--- config.mk ---
export PLATFORM = sky130hd
export DESIGN_NAME = cycle_sequencer_flat
export DESIGN_NICKNAME = d
export VERILOG_FILES = /design/src/rtl/cycle_sequencer_pkg.sv /design/src/rtl/cycle_sequencer_if.sv /design/src/rtl/cycle_sequencer_cond_check.sv /design/src/rtl/cycle_sequencer.sv /design/src/flat_wrapper.sv
export SDC_FILE = /design/constraint.sdc
export NUM_CORES = 1
export LEC_CHECK = 0
export CORE_UTILIZATION = 44
export CTS_CLUSTER_SIZE = 40
export DETAILED_ROUTE_END_ITERATION = 6
export GPL_ROUTABILITY_DRIVEN = 0
export PLACE_DENSITY = 0.88
export SLEW_MARGIN = 0
export SYNTH_ARGS = -nofsm -noshare
export SYNTH_HDL_FRONTEND = slang
export SYNTH_SLANG_ARGS = --single-unit
--- constraint.sdc ---
create_clock -name clk -period 3 [get_ports clk]
set_input_delay 0.45 -clock clk [delete_from_list [all_inputs] [get_ports clk]]
set_output_delay 0.45 -clock clk [all_outputs]
set_load 0.01 [all_outputs]
--- src/rtl/cycle_sequencer_pkg.sv ---
// cycle_pkg: shared constants for the instruction-cycle sequencer and datapath.
//   Phase codes FETCH/READ/SHIFT/WRITE, condition codes EQcc..ALcc/NVcc,
//   instruction classes, CPSR flag bit indices and a class decoder.
package cycle_pkg;
    localparam logic [1:0] FETCH = 2'b00;
    localparam logic [1:0] READ  = 2'b01;
    localparam logic [1:0] SHIFT = 2'b10;
    localparam logic [1:0] WRITE = 2'b11;

    localparam logic [3:0] EQcc = 4'h0;
    localparam logic [3:0] NEcc = 4'h1;
    localparam logic [3:0] CScc = 4'h2;
    localparam logic [3:0] CCcc = 4'h3;
    localparam logic [3:0] MIcc = 4'h4;
    localparam logic [3:0] PLcc = 4'h5;
    localparam logic [3:0] VScc = 4'h6;
    localparam logic [3:0] VCcc = 4'h7;
    localparam logic [3:0] HIcc = 4'h8;
    localparam logic [3:0] LScc = 4'h9;
    localparam logic [3:0] GEcc = 4'hA;
    localparam logic [3:0] LTcc = 4'hB;
    localparam logic [3:0] GTcc = 4'hC;
    localparam logic [3:0] LEcc = 4'hD;
    localparam logic [3:0] ALcc = 4'hE;
    localparam logic [3:0] NVcc = 4'hF;

    localparam int N = 3;
    localparam int Z = 2;
    localparam int C = 1;
    localparam int V = 0;

    typedef enum logic [1:0] {CLS_DP, CLS_LS, CLS_BR, CLS_NOP} instr_class_e;

    // op is ir[27:25]
    function automatic instr_class_e decode_class(input logic [2:0] op);
        return op[2:1] == 2'b00 ? CLS_DP :
               op[2:1] == 2'b01 ? CLS_LS :
               op == 3'b101     ? CLS_BR : CLS_NOP;
    endfunction
endpackage

--- src/rtl/cycle_sequencer_if.sv ---
// cycle_sequencer_if: bundle between the sequencer and imem / datapath / dmem.
//   master (sequencer): in  imem_valid, instr_rdata, alu_flags, dmem_ready
//                       out imem_req, pc, ir, state, exec_en, cpsr_flags,
//                           dmem_req, bf, branchimm, link_we, link_data
//   slave: the same signals with opposite directions.
interface cycle_sequencer_if;
    logic        imem_valid;
    logic [31:0] instr_rdata;
    logic [3:0]  alu_flags;
    logic        dmem_ready;
    logic        imem_req;
    logic [31:0] pc;
    logic [31:0] ir;
    logic [1:0]  state;
    logic        exec_en;
    logic [3:0]  cpsr_flags;
    logic        dmem_req;
    logic        bf;
    logic [31:0] branchimm;
    logic        link_we;
    logic [31:0] link_data;

    modport master (
        input  imem_valid, instr_rdata, alu_flags, dmem_ready,
        output imem_req, pc, ir, state, exec_en, cpsr_flags,
               dmem_req, bf, branchimm, link_we, link_data
    );

    modport slave (
        output imem_valid, instr_rdata, alu_flags, dmem_ready,
        input  imem_req, pc, ir, state, exec_en, cpsr_flags,
               dmem_req, bf, branchimm, link_we, link_data
    );
endinterface

--- src/rtl/cycle_sequencer_cond_check.sv ---
// cond_check: combinational condition-field evaluator.
//   in  cond[3:0]  instruction condition field ir[31:28]
//   in  flags[3:0] {N,Z,C,V}
//   out pass       instruction may execute
module cond_check
    import cycle_pkg::*;
(
    input  logic [3:0] cond,
    input  logic [3:0] flags,
    output logic       pass
);
    logic n, z, c, v;

    assign n = flags[N];
    assign z = flags[Z];
    assign c = flags[C];
    assign v = flags[V];

    always_comb begin
        case (cond)
            EQcc:    pass = z;
            NEcc:    pass = !z;
            CScc:    pass = c;
            CCcc:    pass = !c;
            MIcc:    pass = n;
            PLcc:    pass = !n;
            VScc:    pass = v;
            VCcc:    pass = !v;
            HIcc:    pass = c && !z;
            LScc:    pass = !c || z;
            GEcc:    pass = n == v;
            LTcc:    pass = n != v;
            GTcc:    pass = !z && (n == v);
            LEcc:    pass = z || (n != v);
            ALcc:    pass = 1'b1;
            default: pass = 1'b0;
        endcase
    end
endmodule

--- src/rtl/cycle_sequencer.sv ---
// cycle_sequencer: multicycle FETCH/READ/SHIFT/WRITE control FSM owning PC, IR and CPSR flags.
//   clk, reset (async, active high)
//   bus (cycle_sequencer_if.master): imem handshake, ALU flags, dmem handshake,
//       phase code, exec enable, branch and link outputs
//   SEQ_PERF_CNT_EN: when defined adds cycle_cnt / retired_cnt outputs.
module cycle_sequencer
    import cycle_pkg::*;
#(
    parameter logic [31:0] RESET_PC = 32'h0000_0000,
    parameter logic [31:0] PC_STEP  = 32'd4
) (
    input  logic              clk,
    input  logic              reset,
    cycle_sequencer_if.master bus
`ifdef SEQ_PERF_CNT_EN
    ,
    output logic [31:0]       cycle_cnt,
    output logic [31:0]       retired_cnt
`endif
);
    logic [1:0]   state_q, state_d;
    logic [31:0]  pc_q, pc_d;
    logic [31:0]  ir_q, ir_d;
    logic [3:0]   cpsr_q, cpsr_d;
    logic         exec_q, exec_d;
    logic         pass;
    logic         advance;
    logic         bf;
    logic         link_we;
    instr_class_e cls;
    logic [31:0]  pc_seq;
    logic [31:0]  target;

    cond_check u_cond (
        .cond  (ir_q[31:28]),
        .flags (cpsr_q),
        .pass  (pass)
    );

    assign cls     = decode_class(ir_q[27:25]);
    assign pc_seq  = pc_q + PC_STEP;
    assign target  = pc_q + 32'd8 + {{6{ir_q[23]}}, ir_q[23:0], 2'b00};
    // loads/stores hold WRITE until the data memory completes
    assign advance = state_q == WRITE && (cls != CLS_LS || bus.dmem_ready);

    always_ff @(posedge clk or posedge reset) begin
        if (reset) begin
            state_q <= FETCH;
            pc_q    <= RESET_PC;
            ir_q    <= '0;
            cpsr_q  <= '0;
            exec_q  <= 1'b0;
        end else begin
            state_q <= state_d;
            pc_q    <= pc_d;
            ir_q    <= ir_d;
            cpsr_q  <= cpsr_d;
            exec_q  <= exec_d;
        end
    end

    always_comb begin
        state_d = state_q;
        pc_d    = pc_q;
        ir_d    = ir_q;
        cpsr_d  = cpsr_q;
        exec_d  = exec_q;
        case (state_q)
            FETCH: begin
                if (bus.imem_valid) begin
                    ir_d    = bus.instr_rdata;
                    state_d = READ;
                end
            end
            READ: begin
                exec_d  = pass;
                state_d = pass ? SHIFT : FETCH;
                pc_d    = pass ? pc_q : pc_seq;
            end
            SHIFT: begin
                cpsr_d  = (cls == CLS_DP && ir_q[20]) ? bus.alu_flags : cpsr_q;
                state_d = WRITE;
            end
            default: begin
                if (advance) begin
                    exec_d  = 1'b0;
                    state_d = FETCH;
                    pc_d    = cls == CLS_BR ? target : pc_seq;
                end
            end
        endcase
    end

    // imem_req is masked while reset is held so no fetch is requested before release
    always_comb begin
        bf      = state_q == WRITE && cls == CLS_BR;
        link_we = bf && ir_q[24];
    end

    assign bus.imem_req   = state_q == FETCH && !reset;
    assign bus.dmem_req   = state_q == WRITE && cls == CLS_LS;
    assign bus.bf         = bf;
    assign bus.link_we    = link_we;
    assign bus.branchimm  = bf ? target : '0;
    assign bus.link_data  = link_we ? pc_q + 32'd4 : '0;
    assign bus.pc         = pc_q;
    assign bus.ir         = ir_q;
    assign bus.state      = state_q;
    assign bus.exec_en    = exec_q;
    assign bus.cpsr_flags = cpsr_q;

`ifdef SEQ_PERF_CNT_EN
    logic [31:0] cycle_cnt_q, cycle_cnt_d;
    logic [31:0] retired_cnt_q, retired_cnt_d;
    logic        retire;

    always_comb begin
        retire        = (state_q == READ && !pass) || advance;
        cycle_cnt_d   = cycle_cnt_q + 32'd1;
        retired_cnt_d = retired_cnt_q + {31'd0, retire};
    end

    always_ff @(posedge clk or posedge reset) begin
        if (reset) begin
            cycle_cnt_q   <= '0;
            retired_cnt_q <= '0;
        end else begin
            cycle_cnt_q   <= cycle_cnt_d;
            retired_cnt_q <= retired_cnt_d;
        end
    end

    assign cycle_cnt   = cycle_cnt_q;
    assign retired_cnt = retired_cnt_q;
`endif
endmodule

--- src/flat_wrapper.sv ---
// flat-port wrapper written by rule: the top's interface ports become plain ports
module cycle_sequencer_flat import cycle_pkg::*;
#(
    parameter logic [31:0] RESET_PC = 32'h0000_0000,
    parameter logic [31:0] PC_STEP  = 32'd4
)
  (clk, reset, bus_imem_valid, bus_instr_rdata, bus_alu_flags, bus_dmem_ready, bus_imem_req, bus_pc, bus_ir, bus_state, bus_exec_en, bus_cpsr_flags, bus_dmem_req, bus_bf, bus_branchimm, bus_link_we, bus_link_data);
  cycle_sequencer_if bus_i ();
  input  logic clk;
  input  logic reset;
  input wire logic [$bits(bus_i.imem_valid)-1:0] bus_imem_valid;
  input wire logic [$bits(bus_i.instr_rdata)-1:0] bus_instr_rdata;
  input wire logic [$bits(bus_i.alu_flags)-1:0] bus_alu_flags;
  input wire logic [$bits(bus_i.dmem_ready)-1:0] bus_dmem_ready;
  output wire logic [$bits(bus_i.imem_req)-1:0] bus_imem_req;
  output wire logic [$bits(bus_i.pc)-1:0] bus_pc;
  output wire logic [$bits(bus_i.ir)-1:0] bus_ir;
  output wire logic [$bits(bus_i.state)-1:0] bus_state;
  output wire logic [$bits(bus_i.exec_en)-1:0] bus_exec_en;
  output wire logic [$bits(bus_i.cpsr_flags)-1:0] bus_cpsr_flags;
  output wire logic [$bits(bus_i.dmem_req)-1:0] bus_dmem_req;
  output wire logic [$bits(bus_i.bf)-1:0] bus_bf;
  output wire logic [$bits(bus_i.branchimm)-1:0] bus_branchimm;
  output wire logic [$bits(bus_i.link_we)-1:0] bus_link_we;
  output wire logic [$bits(bus_i.link_data)-1:0] bus_link_data;
  assign bus_i.imem_valid = bus_imem_valid;
  assign bus_i.instr_rdata = bus_instr_rdata;
  assign bus_i.alu_flags = bus_alu_flags;
  assign bus_i.dmem_ready = bus_dmem_ready;
  assign bus_imem_req = bus_i.imem_req;
  assign bus_pc = bus_i.pc;
  assign bus_ir = bus_i.ir;
  assign bus_state = bus_i.state;
  assign bus_exec_en = bus_i.exec_en;
  assign bus_cpsr_flags = bus_i.cpsr_flags;
  assign bus_dmem_req = bus_i.dmem_req;
  assign bus_bf = bus_i.bf;
  assign bus_branchimm = bus_i.branchimm;
  assign bus_link_we = bus_i.link_we;
  assign bus_link_data = bus_i.link_data;
  cycle_sequencer #(.RESET_PC(RESET_PC), .PC_STEP(PC_STEP)) u_core (.clk(clk), .reset(reset), .bus(bus_i));
endmodule
Yosys cells after proc, flatten, opt, wreduce, memory -nomap -nowiden --
Cells that the tools add are included.
Word-level totals: output and inout port bits 139, register bits after elaboration 71, input port bits 40, word-level logic and storage cells 79
Operators by class: eq/ne operators 26, reduce and logical (&&, ||, !) cells 28, muxes and demuxes 16, $add $sub $neg 3, bitwise gates (word level) 1
Operator list (number):
- $mux 32 | 5
- $pmux 32 s2 | 1
- $add 32x3->32 const B | 1
- $add 32x32->32 | 1
- $add 32x4->32 const B | 1
- $eq 4x4->1 const B | 7
- $eq 4x3->1 const B | 4
- $pmux 1 s15 | 1
- $mux 2 | 5
- $eq 4x2->1 const B | 2
- $logic_and 1x1->1 | 8
- $reduce_and 2->1 | 4
- $eq 2x1->1 const B | 3
- $eq 2x2->1 const B | 3
- $logic_not 2->1 | 3
- $pmux 2 s3 | 1
- $logic_not 1->1 | 5
- $eq 4x1->1 const B | 1
- $logic_not 4->1 | 1
- $ne 2x2->1 const B | 2
- $reduce_bool 4->1 | 1
- $eq 3x3->1 const B | 1
- $logic_or 1x1->1 | 3
- $reduce_and 3->1 | 1
- other kinds (8) | 9

Logic depth before layout (Yosys ltp) --
depth in word-level cells 9, depth in mapped cells 15, depth with buffers taken out 15

Hierarchy --
A second synthesis with hierarchy kept.
Second synthesis, totals: cells, all modules 746, area total of the unflattened synthesis 6143.4 um^2
By module, submodules not included:
- cycle_sequencer | seq. area each 1726.7 um^2, times used 1, cells each 718, area each 5949.5 um^2
- cond_check | seq. area each 0.0 um^2, times used 1, cells each 28, area each 193.9 um^2

Worst setup path after synthesis --
OpenSTA, ideal clock, no wires.
path kind reg2out, from register u_core.pc_q[7] (netlist: u_core.bus.pc[7]), to output bus_branchimm[26], data required time 2.550 ns, cell stages (with the launch flop) 12, arrival time 2.928 ns, slack -0.378 ns, buffers on the path 0, path through dfrtp_1 > ha_1 > ha_1 > a21o_1 > a211o_1 > a211o_1 > o21ai_1 > o21ai_1 > a221oi_2 > o21ai_1 > xnor2_1 > and2_1
On the way: cells in the longest elaborated chain, start to end 3
Ends and longest elaborated chain:
- start, declared | line cycle_sequencer.sv:22 | logic [31:0] pc_q, pc_d;
- start signal, assigned | line cycle_sequencer.sv:55 | pc_q <= pc_d;
- $add 32x4->32 | line cycle_sequencer.sv:42 | assign target = pc_q + 32'd8 + {{6{ir_q[23]}}, ir_q[23:0], 2'b00};
- $add 32x32->32 | line cycle_sequencer.sv:42
- $mux 32 | line cycle_sequencer.sv:104 | assign bus.branchimm = bf ? target : '0;
- end, declared | line flat_wrapper.sv:23 | output wire logic [$bits(bus_i.branchimm)-1:0] bus_branchimm;
Every way passes these cells.

Worst setup path in the final report --
from register u_core.pc_q[7] (netlist: u_core.bus.pc[7]), to output bus_branchimm[28]
Same word-level chain as after synthesis.

==> flow_metrics.env <==
export IMPL_outcome="finished with violations"
export IMPL_violations="setup timing"
export IMPL_ys_seq_elements=69
export IMPL_postLayoutCoreUtil_pct=80.7
export IMPL_antenna_found_initial=0
export IMPL_stdcell_count=1214
export IMPL_fp_row_count=41
export IMPL_p_total_mw=16.0
export IMPL_antennaDiodeCount=0
export IMPL_grt_pass1_wl_um=37600
export IMPL_drt_pre_antenna_iters=5
export IMPL_cp_slowest_stage_delay_ps=420
export IMPL_viasPerCell=5.94
export IMPL_cts_buffers=9
export IMPL_avgSynthCellArea_sq_um=8.66
export IMPL_hold_violations=0
export IMPL_io_buffers=172
export IMPL_worstPathArrival_ps=3380
export IMPL_synthCells=682
export IMPL_vias=7208
export IMPL_setup_viol=39
export IMPL_fillers=732
export IMPL_h_tree_depth=3
export IMPL_synth_edff_count=0
export IMPL_rsz0062_at_grt="yes"
export IMPL_worstMarginPinSlew_ps=713
export IMPL_hpwl_um=15400
export IMPL_ios=179
export IMPL_core_area_sq_um=12900
export IMPL_ys_types=70
export IMPL_layout_drive_gt1_share_pct=42.3
export IMPL_layout_setup_ws_ps=-829
export IMPL_peakVddDrop_uv=809
export IMPL_chipHeight_um=118
export IMPL_nets=1136
export IMPL_hold_path_class="flip-flop to flip-flop"
export IMPL_die_area_sq_um=13900
export IMPL_grt_pass1_vias=7041
export IMPL_die_w_um=118
export IMPL_overflow=0
export IMPL_drv_cap=0
export IMPL_synthToLayoutAreaGrowth_pct=75.8
export IMPL_wire_per_inst_um=20.7
export IMPL_clk_pin_slew_ps=60
export IMPL_power_density_nw_per_um2=1540
export IMPL_slowest_stage="dfrtp_2"
export IMPL_cts_tree="yes"
export IMPL_synth_flop_cell="dfrtp_1"
export IMPL_path_class="flip-flop to primary output"
export IMPL_critPathLaunchType="flip-flop"
export IMPL_critPathCaptureType="primary output"
export IMPL_routed_wl_um=25100
export IMPL_ys_warn_count=0
export IMPL_period_needed_ps=3830
export IMPL_synthArstFlopShare_pct=100
export IMPL_cts_hold_buf=0
export IMPL_route_detailed_drc=0
export IMPL_ys_seq_area_share_pct=29.2
export IMPL_fin_crit_sh_pct=128
export IMPL_synth_area_sq_um=5910
export IMPL_fmax_mhz=261
export IMPL_leakage_nw=4.82
export IMPL_slew_headroom_pct=52.4
export IMPL_crit_required_ps=2550
export IMPL_skew_ps=7.61
export IMPL_postRouteAntennaNets=0
export IMPL_cts_max_path_buffers=2
export IMPL_track_usage_pct=34.4
export IMPL_maxSlewViolCount=0
export IMPL_drt_iter0_markers=779
export IMPL_grt_max_degree=41
export IMPL_cts_root_buf="clkbuf_16"
export IMPL_clock_sinks=69
export IMPL_crit_chain="ha_4, ha_4, a21o_1, a211o_1, a211o_1, buf_4, a21bo_4, a31o_4, nand4_1, nand4b_1, o21ai_2, buf_2"
export IMPL_clkLatencyLatePin_ps=360
export IMPL_dp_cells=1150
export IMPL_cp_max_fo=5
export IMPL_initial_utilization_pct=45.9
metrics by stage:
step	setup WS, ps	instance area [sq um]	setup TNS, ps	hold WS (ps)
global route	-896	10400	-17480	565
finish	-829	10400	-13630	532
CTS	-744	10000	-12440	533
detailed placement	-785	9100	-13110	520
global placement	-775	9100	-11560	488
floorplan	-214	6110	-548	544
where the power goes:
| part | total, mW | switching, mW | leakage, nW | internal (mW) |
|---|---|---|---|---|
| Clock | 1.36 | 0.456 | 0.180 | 0.902 |
| Sequential | 1.86 | 0.465 | 0.821 | 1.40 |
| Combinational | 12.7 | 6.40 | 3.82 | 6.34 |
| Total | 16.0 | 7.32 | 4.82 | 8.64 |
Yosys cell counts, types with 5 or more instances:
| master | n | share of area (%) |
|---|---|---|
| xnor2_1 | 27 | 4.0 |
| mux2_2 | 34 | 6.5 |
| o21bai_1 | 5 | 0.64 |
| a221o_1 | 5 | 0.85 |
| nor3_1 | 14 | 1.2 |
| a211o_1 | 8 | 1.2 |
| and3_1 | 14 | 1.5 |
| a22o_1 | 5 | 0.74 |
| a21o_1 | 11 | 1.4 |
| buf_4 | 7 | 0.89 |
| xor2_1 | 28 | 4.1 |
| nor2b_1 | 7 | 0.74 |
| nor2_1 | 86 | 5.5 |
| nand4_1 | 8 | 0.85 |
| o21ai_1 | 8 | 0.68 |
| a21oi_1 | 43 | 3.6 |
| ha_1 | 58 | 12 |
| nand3_1 | 13 | 1.1 |
| dfrtp_1 | 69 | 29 |
| inv_1 | 16 | 1.0 |
| buf_2 | 7 | 0.59 |
| nand2_1 | 69 | 4.4 |
| clkbuf_1 | 20 | 1.3 |
| and2_1 | 6 | 0.64 |
| nand2b_1 | 5 | 0.53 |
| o21ai_0 | 31 | 2.6 |
layout make-up:
cell class / count / area [sq um] / share of cell area [%]
multi-input combinational: 563 / 4750 / 45.7
timing repair buffer: 377 / 3250 / 31.3
sequential: 69 / 1740 / 16.7
clock buffer: 9 / 225 / 2.17
tap: 172 / 215 / 2.07
clock inverter: 7 / 146 / 1.41
inverter: 17 / 66.3 / 0.638
worst max-delay path, delay by kind of cell, from the launching register on:
family	cells	cell delay [ps]
AO/OA/AOI/OAI	6	1510
AND/OR/NAND/NOR	2	280
adder cells (fa/ha/maj)	2	480
buffers and inverters	2	330
flip-flops	1	420
final timing paths:
kind	cells past startpoint	endpoint	startpoint	slack [ps]
max in group asynchronous	3	u_core.bus.ir[13]$_DFFE_PP0P_	reset	1740
setup reg to reg	14	u_core.bus.pc[22]$_DFFE_PP0P_	u_core.bus.pc[7]$_DFFE_PP0P_	-210
setup / recovery	12	bus_branchimm[28]	u_core.bus.pc[7]$_DFFE_PP0P_	-830
hold / removal	1	u_core.bus.exec_en$_DFFE_PP0P_	u_core.bus.exec_en$_DFFE_PP0P_	530
hold reg to reg	1	u_core.bus.exec_en$_DFFE_PP0P_	u_core.bus.exec_en$_DFFE_PP0P_	530
min in group asynchronous	2	u_core.bus.pc[2]$_DFFE_PP0P_	reset	580
sequential cells by signal (all words and copies together) (netlist names):
| name | cells |
|---|---|
| u_core.bus.cpsr_flags | 4 |
| u_core.bus.exec_en | 1 |
| u_core.bus.pc | 30 |
| u_core.bus.state | 2 |
| u_core.bus.ir | 32 |
cells in the final DEF (no fill, tap or decap), types with 9 or more instances in the layout:
cell,Yosys,layout
a21o_1,11,11
a21oi_1,43,37
and3_1,14,10
buf_2,7,44
buf_4,7,167
buf_6,1,38
clkbuf_16,0,9
clkdlybuf4s50_1,0,110
dfrtp_1,69,61
ha_1,58,47
ha_4,0,11
inv_1,16,10
mux2_2,34,34
nand2_1,69,65
nand3_1,13,11
nor2_1,86,60
nor2_2,1,15
nor2_4,1,13
nor3_1,14,13
o21ai_0,31,22
o21ai_2,0,10
xnor2_1,27,17
xor2_1,28,22
layer usage:
layer	share of wire (%)	global-route usage [%]	up-vias
li1	-	-	3151
met5	0	0	-
met3	9.3	8.87	111
met4	4.4	12.7	0
met1	39	43.2	3427
met2	47	56.5	519
what timing repair did:
action / 4_1_cts / 5_1_grt
resized for setup: 317 / 97
buffers inserted: 45 / 18
endpoints found under the setup margin: 70 / 77
cloned: 2 / 0
pin swaps: 61 / 56
cell families after synthesis:
family	share of synthesized area (%)
AOI/OAI and AO/OA	17.2
xor gates and xnor gates	8.15
adders and majority gates	12.6
buffers and inverters	4.21
DFF	29.2
muxes	7.20
other	0.0635
and+or+nand+nor	21.3
(Power assumes the default switching activity.)
